<file path="src/rtl/apb_pkg.sv">
`default_nettype none
// +------------------------------------------------------------------+
// | apb_pkg : shared types and sizing helpers for APB peripherals     |
// | rev 1.0                                                           |
// +------------------------------------------------------------------+
package apb_pkg;

    typedef enum logic [0:0] {
        IDLE   = 1'b0,
        ACCESS = 1'b1
    } apb_sub_state_t;

    // Reason a transfer was answered with an error; kept visible for debug.
    typedef enum logic [2:0] {
        ERR_OK    = 3'd0,
        ERR_RANGE = 3'd1,
        ERR_ALIGN = 3'd2,
        ERR_RO    = 3'd3,
        ERR_PRIV  = 3'd4
    } apb_err_cause_t;

    localparam int c_strb_width = 32 / 8;
    localparam int c_idx_width  = $clog2(8);

    function automatic int f_strb_width(input int data_width);
        return data_width / 8;
    endfunction

    function automatic int f_idx_width(input int num_regs);
        return $clog2(num_regs);
    endfunction

endpackage
`default_nettype wire

</file>
<file path="src/rtl/apb_strb_merge.sv">
`default_nettype none
// +------------------------------------------------------------------+
// | apb_strb_merge : byte-lane merge of new data over old data       |
// | rev 1.0                                                           |
// +------------------------------------------------------------------+
module apb_strb_merge #(
    parameter int DATA_WIDTH = 32
) (
    input  logic [DATA_WIDTH-1:0]   i_old_data,
    input  logic [DATA_WIDTH-1:0]   i_new_data,
    input  logic [DATA_WIDTH/8-1:0] i_strb,
    output logic [DATA_WIDTH-1:0]   o_merged
);

    for (genvar b = 0; b < DATA_WIDTH / 8; b++) begin : g_lane
        assign o_merged[b*8 +: 8] = i_strb[b] ? i_new_data[b*8 +: 8] : i_old_data[b*8 +: 8];
    end

endmodule
`default_nettype wire

</file>
<file path="src/rtl/apb_reg_subordinate.sv">
`default_nettype none
// +------------------------------------------------------------------+
// | apb_reg_subordinate : APB completer with wait states, a byte-    |
// | strobed register bank, a read-only ID register and error decode  |
// | rev 1.0                                                           |
// +------------------------------------------------------------------+
module apb_reg_subordinate
    import apb_pkg::*;
#(
    parameter int                    ADDR_WIDTH  = 32,
    parameter int                    DATA_WIDTH  = 32,
    parameter int                    NUM_REGS    = 8,
    parameter int                    WAIT_STATES = 1,
    parameter logic [ADDR_WIDTH-1:0] BASE_ADDR   = 32'h4000_0000,
    parameter logic [31:0]           ID_VALUE    = 32'hA5B0_0001
) (
    input  logic                           clk,
    input  logic                           reset,
    input  logic                           sel,
    input  logic                           enable,
    input  logic                           write,
    input  logic [ADDR_WIDTH-1:0]          addr,
    input  logic [2:0]                     prot,
    input  logic [DATA_WIDTH-1:0]          wData,
    input  logic [DATA_WIDTH/8-1:0]        strb,
    output logic                           ready,
    output logic [DATA_WIDTH-1:0]          rData,
    output logic                           subError,
    output logic [NUM_REGS*DATA_WIDTH-1:0] regsOut
);

    localparam int                    c_strb_width = f_strb_width(DATA_WIDTH);
    localparam int                    c_idx_width  = f_idx_width(NUM_REGS);
    localparam int                    c_align_bits = $clog2(c_strb_width);
    localparam logic [ADDR_WIDTH-1:0] c_span       = ADDR_WIDTH'(NUM_REGS * c_strb_width);
    localparam logic [3:0]            c_wait_init  = 4'(WAIT_STATES);

    apb_sub_state_t              r_state;
    logic [3:0]                  r_wait_cnt;
    logic [ADDR_WIDTH-1:0]       r_addr;
    logic                        r_write;
    logic                        r_priv;
    logic [DATA_WIDTH-1:0]       r_wdata;
    logic [c_strb_width-1:0]     r_strb;
    logic                        r_ready;
    logic [DATA_WIDTH-1:0]       r_rdata;
    logic                        r_suberr;

    logic [ADDR_WIDTH-1:0]       w_dec_addr;
    logic                        w_dec_write;
    logic                        w_dec_priv;
    logic [ADDR_WIDTH-1:0]       w_offset;
    logic [c_idx_width-1:0]      w_idx;
    apb_err_cause_t              w_err_cause;
    logic                        w_err;
    logic [DATA_WIDTH-1:0]       w_bank [NUM_REGS];
    logic [DATA_WIDTH-1:0]       w_rd_word;
    logic [DATA_WIDTH-1:0]       w_rdata_resp;
    logic [DATA_WIDTH-1:0]       w_merged;
    logic                        w_commit;
    logic                        w_unused_prot;

    assign w_unused_prot = ^prot[2:1];

    // In IDLE the decode looks at the live bus so a zero-wait transfer can
    // answer on the setup edge; in ACCESS only the captured fields count.
    assign w_dec_addr  = (r_state == IDLE) ? addr    : r_addr;
    assign w_dec_write = (r_state == IDLE) ? write   : r_write;
    assign w_dec_priv  = (r_state == IDLE) ? prot[0] : r_priv;

    assign w_offset = w_dec_addr - BASE_ADDR;
    assign w_idx    = w_offset[c_align_bits +: c_idx_width];

    always_comb begin
        w_err_cause = ERR_OK;
        if ((w_dec_addr < BASE_ADDR) || (w_offset >= c_span)) begin
            w_err_cause = ERR_RANGE;
        end else if (|w_offset[c_align_bits-1:0]) begin
            w_err_cause = ERR_ALIGN;
        end else if (w_dec_write && (w_idx == '0)) begin
            w_err_cause = ERR_RO;
        end else if (w_dec_write && !w_dec_priv) begin
            w_err_cause = ERR_PRIV;
        end
    end

    assign w_err = (w_err_cause != ERR_OK);

    always_comb begin
        w_rd_word = '0;
        for (int i = 0; i < NUM_REGS; i++) begin
            if (w_idx == c_idx_width'(i)) begin
                w_rd_word = w_bank[i];
            end
        end
    end

    assign w_rdata_resp = (!w_dec_write && !w_err) ? w_rd_word : '0;

    apb_strb_merge #(
        .DATA_WIDTH (DATA_WIDTH)
    ) u_strb_merge (
        .i_old_data (w_rd_word),
        .i_new_data (r_wdata),
        .i_strb     (r_strb),
        .o_merged   (w_merged)
    );

    // Commit on the APB completion edge: ready already high and the manager
    // still presenting the access phase.
    assign w_commit = (r_state == ACCESS) && sel && enable && r_ready && r_write && !w_err;

    always_ff @(posedge clk) begin
        if (reset) begin
            r_state    <= IDLE;
            r_wait_cnt <= 4'd0;
            r_addr     <= '0;
            r_write    <= 1'b0;
            r_priv     <= 1'b0;
            r_wdata    <= '0;
            r_strb     <= '0;
            r_ready    <= 1'b0;
            r_rdata    <= '0;
            r_suberr   <= 1'b0;
        end else begin
            r_ready  <= 1'b0;
            r_rdata  <= '0;
            r_suberr <= 1'b0;
            case (r_state)
                IDLE: begin
                    if (sel && !enable) begin
                        r_addr     <= addr;
                        r_write    <= write;
                        r_priv     <= prot[0];
                        r_wdata    <= wData;
                        r_strb     <= strb;
                        r_wait_cnt <= c_wait_init;
                        r_state    <= ACCESS;
                        if (c_wait_init == 4'd0) begin
                            r_ready  <= 1'b1;
                            r_suberr <= w_err;
                            r_rdata  <= w_rdata_resp;
                        end
                    end
                end
                ACCESS: begin
                    if (!sel) begin
                        r_state    <= IDLE;
                        r_wait_cnt <= 4'd0;
                    end else if (r_ready) begin
                        r_state <= IDLE;
                    end else if (r_wait_cnt > 4'd1) begin
                        r_wait_cnt <= r_wait_cnt - 4'd1;
                    end else begin
                        r_wait_cnt <= 4'd0;
                        r_ready    <= 1'b1;
                        r_suberr   <= w_err;
                        r_rdata    <= w_rdata_resp;
                    end
                end
                default: r_state <= IDLE;
            endcase
        end
    end

    assign w_bank[0] = DATA_WIDTH'(ID_VALUE);

    for (genvar i = 1; i < NUM_REGS; i++) begin : g_reg
        logic [DATA_WIDTH-1:0] r_q;

        always_ff @(posedge clk) begin
            if (reset) begin
                r_q <= '0;
            end else if (w_commit && (w_idx == c_idx_width'(i))) begin
                r_q <= w_merged;
            end
        end

        assign w_bank[i] = r_q;
    end

    for (genvar i = 0; i < NUM_REGS; i++) begin : g_out
        assign regsOut[i*DATA_WIDTH +: DATA_WIDTH] = w_bank[i];
    end

    assign ready    = r_ready;
    assign rData    = r_rdata;
    assign subError = r_suberr;

endmodule
`default_nettype wire
</file>
<file path="config.mk">
export PLATFORM = sky130hd
export DESIGN_NAME = apb_reg_subordinate
export DESIGN_NICKNAME = d
export VERILOG_FILES = /design/src/rtl/apb_pkg.sv /design/src/rtl/apb_strb_merge.sv /design/src/rtl/apb_reg_subordinate.sv
export SDC_FILE = /design/constraint.sdc
export NUM_CORES = 1
export LEC_CHECK = 0
export BUFFER_PORTS_ARGS = -buffer_cell sky130_fd_sc_hd__buf_2
export CELL_PAD_IN_SITES_DETAIL_PLACEMENT = 1
export CELL_PAD_IN_SITES_GLOBAL_PLACEMENT = 1
export CORE_MARGIN = 1.5
export CORE_UTILIZATION = 36
export CTS_CLUSTER_SIZE = 14
export DETAILED_ROUTE_END_ITERATION = 8
export GPL_ROUTABILITY_DRIVEN = 0
export GPL_TIMING_DRIVEN = 0
export PLACE_DENSITY_LB_ADDON = 0.1
export SYNTH_ARGS = -nofsm -noshare
export SYNTH_HDL_FRONTEND = slang
export SYNTH_SLANG_ARGS = --single-unit
export TNS_END_PERCENT = 5
</file>
<file path="constraint.sdc">
create_clock -name clk -period 2 [get_ports clk]
set_input_delay 0.4 -clock clk [delete_from_list [all_inputs] [get_ports clk]]
set_output_delay 0.4 -clock clk [all_outputs]
set_load 0.05 [all_outputs]
</file>
======== Yosys cells after proc, flatten, opt, wreduce, memory -nomap -nowiden ========
Cells that the tools add are included.
word-level totals
  logic and storage cells ................. 92
  input port bits ......................... 76
  register bits after elaboration ......... 333
  output and inout bits ................... 290
operators by class
  bitwise logic cells ..................... 3
  magnitude comparators ................... 3
  add/subtract/negate cells ............... 2
  muxes and demuxes ....................... 29
  equality and inequality tests ........... 9
  reduce and logical (&&, ||, !) cells .... 29
operators by type and width
  cell                    count
  $mux 32                 9
  $ge 32x6->1 const B     1
  $lt 32x31->1 const B    1
  $mux 8                  4
  $sub 32x31->32 const B  1
  $logic_and 1x1->1       16
  $mux 4                  4
  $eq 3x3->1 const B      4
  $mux 3                  4
  $pmux 4 s2              1
  $eq 3x2->1 const B      2
  $mux 1                  6
  $reduce_or 6->1         1
  $reduce_or 5->1         1
  $gt 4x1->1 const B      1
  $logic_not 1->1         4
  $reduce_and 2->1        2
  $reduce_or 4->1         1
  $sub 4x1->4 const B     1
  $eq 3x1->1 const B      1
  $logic_not 3->1         1
  $ne 3x3->1 const B      1
  $not 1->1               3
  $reduce_bool 3->1       1
  4 further kinds         4

======== Longest topological paths before layout ========
  depth after elaboration ................. 12
  gate-level depth with buffers ........... 12
  mapped depth without buffers ............ 8

======== Modules after synthesis ========
A second synthesis with hierarchy kept.
unflattened totals
  cells, all modules ...................... 1,654
  area total of the unflattened synthesis .. 15,600.0 µm²
modules (own cells, without submodules)
  module               instances  cells each  sequential area each (µm²)  area an instance (µm²)
  apb_reg_subordinate  1          1,618       6,666.4                     15,074.5
  apb_strb_merge       1          36          0.0                         525.5

======== Worst setup path before layout ========
OpenSTA, ideal clock, no wires.
  path type ............................... register to register
  start point ............................. reg r_state
  end point ............................... reg g_reg[1].r_q[10]
  clock period less this slack ............ 2.212 ns
  library setup time ...................... 0.125 ns
  data required time ...................... 1.875 ns
  stages on the path, launching flop included .. 11
  data arrival time ....................... 2.087 ns
  path slack .............................. -0.212 ns
  cells stage by stage .................... dfxtp_1 > buf_6 > buf_6 > mux2_2 > nor3_1 > buf_4 > nand4_1 > buf_2 > buf_2 > nand3b_1 > o21ai_0
between the ends
  word-level cells in the longest chain between the ends .. 11
  elaborated cells on any way between the ends .. 39
ends and longest elaborated chain
  element                                                  line                        RTL
  start: declaration                                       apb_reg_subordinate.sv:38   apb_sub_state_t r_state;
  start signal: assignment                                 apb_reg_subordinate.sv:115  r_state <= IDLE;
  start signal: assignment                                 apb_reg_subordinate.sv:138  r_state <= ACCESS;
  start signal: assignment                                 apb_reg_subordinate.sv:148  r_state <= IDLE;
  branches (longest 11 deep; another with $sub 32x31->32)  --
  end signal: assignment                                   apb_reg_subordinate.sv:175  r_q <= w_merged;
  end: declaration                                         apb_reg_subordinate.sv:169  logic [DATA_WIDTH-1:0] r_q;
Parallel ways; which one is timed is not known.
A chain may end at the register's enable or synchronous reset.

======== Worst setup path after layout ========
  start point ............................. reg r_state
  end point ............................... reg g_reg[6].r_q[15]
between the ends
  word-level cells in the longest chain between the ends .. 11
  elaborated cells on any way between the ends .. 39
ends and longest elaborated chain
  element                                                  line
  branches (longest 11 deep; another with $sub 32x31->32)  --
  end signal: assignment                                   apb_reg_subordinate.sv:175
  end: declaration                                         apb_reg_subordinate.sv:169
Parallel ways; which one is timed is not known.

==> summary.md <==
| Metric | Value |
|---|---|
| Switching Power | `4.06 mW` |
| XOR/XNOR Fraction of Synth Area | `0.120%` |
| Nets | `2199` |
| Total die area | `41700 um2` |
| Largest family of logic cells by synthesized area | `simple AND/OR/NAND/NOR gates` |
| Post-layout min period | `roughly 2500 ps` |
| Worst hold start | `wData[6]` |
| # port buffers | `roughly 330` |
| Most common cell after layout, fill and taps aside | `buf_2` |
| Post-synthesis mux area share | `4.44%` |
| Initial antenna violation count | `2` |
| Clock latency at the later pin of the worst-skew pair | `560 ps` |
| Int Pwr | `~12 mW` |
| Core Util, Final | `between 50 and 60%` |
| Initial drt markers | `860` |
| Hold WC Path Type | `in2reg` |
| Ports | `approximately 370` |
| First-pass GRT wire length | `~95 mm` |
| Number of flops mapped to enable cells by yosys | `0` |
| Clock Power Share | `48.0%` |
| Largest cells by area after synthesis | `dfxtp_1, nand3b_1, nand2_1` |
| Via count | `14700` |
| R2r setup slk | `-530 ps` |
| Seq cells post-synth | `333` |
| CTS tree | `yes` |
| Max FO, Critical Path | `10` |
| Fmax | `slightly below 400 MHz` |
| Mapped cell area | `14600 um2` |
| Synth async-reset ratio | `0%` |
| Reg-to-reg endpoint | `g_reg[6].r_q[15]$_SDFFE_PP0P_` |
| Commonest cells after routing, fill and taps aside | `buf_2, dfxtp_1, nand2_1, nand3b_1, o21ai_1` |
| Top cell type by total area after synthesis | `dfxtp_1` |
| Syn-to-layout area delta | `38.5%` |
| Total wire length | `approximately 64 mm` |
| Largest net degree at the start of global routing | `13` |
| Worst-margin pin slew | `about 800 ps` |
| Worst-path clk slew | `60 ps` |
| Final ANT Viol Nets | `0` |
| Final period util | `126%` |
| Row Count | `73` |
| Core region area | `39800 um2` |
| Crit Path Category | `reg2reg` |
| Endpoint type of the worst setup path | `flip-flop` |
| Final Hold Violating Endpoints | `0` |
| WHS Endpoint | `r_wdata[6]$_SDFFE_PP0P_` |
| Vias in the first global route | `15300` |
| R2R depth | `9` |
| Wire length per cell | `about 24 um` |
| Die X | `204 um` |
| Failing checks | `setup timing` |
| Post-Synthesis Cells | `between 1500 and 2000` |
| Status | `finished, violations left` |
| Starting Density | `between 30% and 40%` |
| Pwr per Cell Area | `between 700 and 800 nW/um2` |
| Post-Synth Adder-Cell Area | `0.172%` |
| Netlist cell types | `61` |
| Pleak | `8.48 nW` |
| Worst Path Arrival | `2960 ps` |
| Clock sink count | `333` |
| Startpoint Class | `flip-flop` |
| CTS buffer count | `40` |
| Req. time, crit path | `~2400 ps` |
| Slew margin rel. | `46.6%` |
| Switching share of total power | `25.4%` |
| Setup violators final | `between 200 and 300` |
| Vias per std cell | `approximately 5.5` |
| DRT Pass-1 Iters | `7` |
| Max-slew violations | `0` |
| Unrepaired setup endpoints after global routing | `true` |
| Worst vdd rail ir drop | `0.482 mV` |
| Top_reg_cell synth | `dfxtp_1` |
| Share of layout cells above drive strength 1 | `34.3%` |
| Worst reg2reg path startpoint | `r_state$_SDFF_PP0_` |
| DRC errors left | `0` |
| Mean Syn Cell Area | `between 8 and 9 um2` |
| Ys Warns | `0` |
| Worst Skew | `around 14 ps` |
| Clock Path Buffers | `3` |
| H-tree depth | `2` |
| Combinational share of power | `a little under 10%` |
| GRT Residual Overflow | `0` |
| CTS Root Cell | `clkbuf_16` |
| Seq/Total Area, Yosys | `45.7%` |
| Max-cap violations | `0` |
| Die height | `204 um` |
| Sequential share of power | `42.4%` |
| Simple-Gate Fraction of Synth Area | `24.1%` |
| Fin Setup TNS | `-106130 ps` |
| Total Routing Usage GR | `30.1%` |
| Finished Cell Area | `about 20000 um2` |
| Final WS setup | `-525 ps` |
| Placed wire-length estimate | `47.9 mm` |
| Synth Area in Compound Gates | `18.8%` |
| Placed instance area | `17100 um2` |
| Hold depth | `3` |
| Hold Buf Count CTS | `0` |
| Synth top area share | `45.7%` |
-- metrics by stage --
stage	power, mW	instances	worst slack, ps	hold slack (ps)
global route	16.4	2676	-602	93.1
floorplan	7.75	1707	-137	431
CTS	16.0	2673	-479	66.8
finish	16.0	2677	-525	94.5
global placement	8.18	2560	-1480	438
detailed placement	8.20	2560	-1520	447
-- power by group through the flow --
stage	combinational [mW]	sequential [mW]	clock (mW)
2_1_floorplan	0.856	6.89	0
3_3_place_gp	1.27	6.91	0
3_5_place_dp	1.29	6.91	0
4_1_cts	1.49	6.77	7.74
5_1_grt	1.64	6.78	8.03
6_report	1.55	6.77	7.66
-- timing repair --
| item | in CTS | in global routing |
|---|---|---|
| resized for setup | 344 | 159 |
| pin swaps | 33 | 6 |
| gates cloned | 3 | 2 |
| buffers inserted | 39 | 1 |
| setup endpoints to repair | 331 | 331 |
-- worst max-delay path, stage by stage (launching register included) --
cell and delay, ps:
dfxtp_4 360, buf_12 130, buf_12 140, mux2i_4 330
buf_6 220, buf_8 160, o2bb2ai_1 110, a221oi_4 430
a221o_2 370, o21ai_0 120
-- cell families after synthesis --
kind of cell | count (synthesis)
buffers and inverters | 183
XOR/XNOR | 2
other | 2
flip-flops | 333
AO/OA/AOI/OAI | 447
multiplexers | 64
AND/OR/NAND/NOR | 644
adder cells (fa/ha/maj) | 2
-- flip-flops by register name (all words and copies together), names as in the netlist --
name and count:
g.r_q 224, rData 32, r_addr 32, r_priv 1
r_state 1, r_strb 4, r_wait_cnt 4, r_wdata 32
r_write 1, ready 1, subError 1
-- per-layer routing --
metal | wire, um | vias to the layer above | global-route usage (%) | part of all wire [%]
met1 | 26900 | 7288 | 38.2 | 42
met3 | 3910 | 121 | 4.43 | 6.1
met4 | 2190 | 0 | 11.6 | 3.4
met5 | 0 | - | 0 | 0
met2 | 31100 | 508 | 51.5 | 48
li1 | - | 6832 | - | -
-- layout make-up --
| type | count | area (um2) |
|---|---|---|
| fillers | 4620 | 19600 |
| diodes | 1 | 2.50 |
| inverters | 9 | 33.8 |
| flip-flops and latches | 333 | 6670 |
| repair buffers | 373 | 2140 |
| multi-input cells | 1191 | 7920 |
| clock buffers | 57 | 1160 |
| well taps | 525 | 657 |
| plain buffers | 173 | 1420 |
| clock inverters | 15 | 204 |
-- how the worst max path moves through the flow --
stage,start,to,slack (ps),depth (start not counted)
2_1_floorplan,addr[8],g_reg[7].r_q[10]$_SDFFE_PP0P_,-140,7
3_3_place_gp,r_state$_SDFF_PP0_,g_reg[3].r_q[16]$_SDFFE_PP0P_,-1480,10
3_5_place_dp,r_state$_SDFF_PP0_,g_reg[4].r_q[16]$_SDFFE_PP0P_,-1520,10
4_1_cts,r_state$_SDFF_PP0_,g_reg[5].r_q[8]$_SDFFE_PP0P_,-480,12
5_1_grt,r_state$_SDFF_PP0_,g_reg[1].r_q[22]$_SDFFE_PP0P_,-600,11
6_report,r_state$_SDFF_PP0_,g_reg[6].r_q[15]$_SDFFE_PP0P_,-530,9
-- cell usage after synthesis, drive strengths merged (5+ instances only) --
master	n
dfxtp	333
o21a	7
a311oi	6
and3	10
clkbuf	89
nor3	19
nor4	9
nand2	254
o21ai	196
nand4	13
a221oi	26
o221ai	6
o2bb2ai	24
mux2i	59
a21oi	115
nand3	7
or2	30
a31o	6
nor2	88
mux2	5
a211oi	24
a221o	24
nand3b	193
buf	85
inv	9
Note: power is estimated with default switching activity, not from simulation.
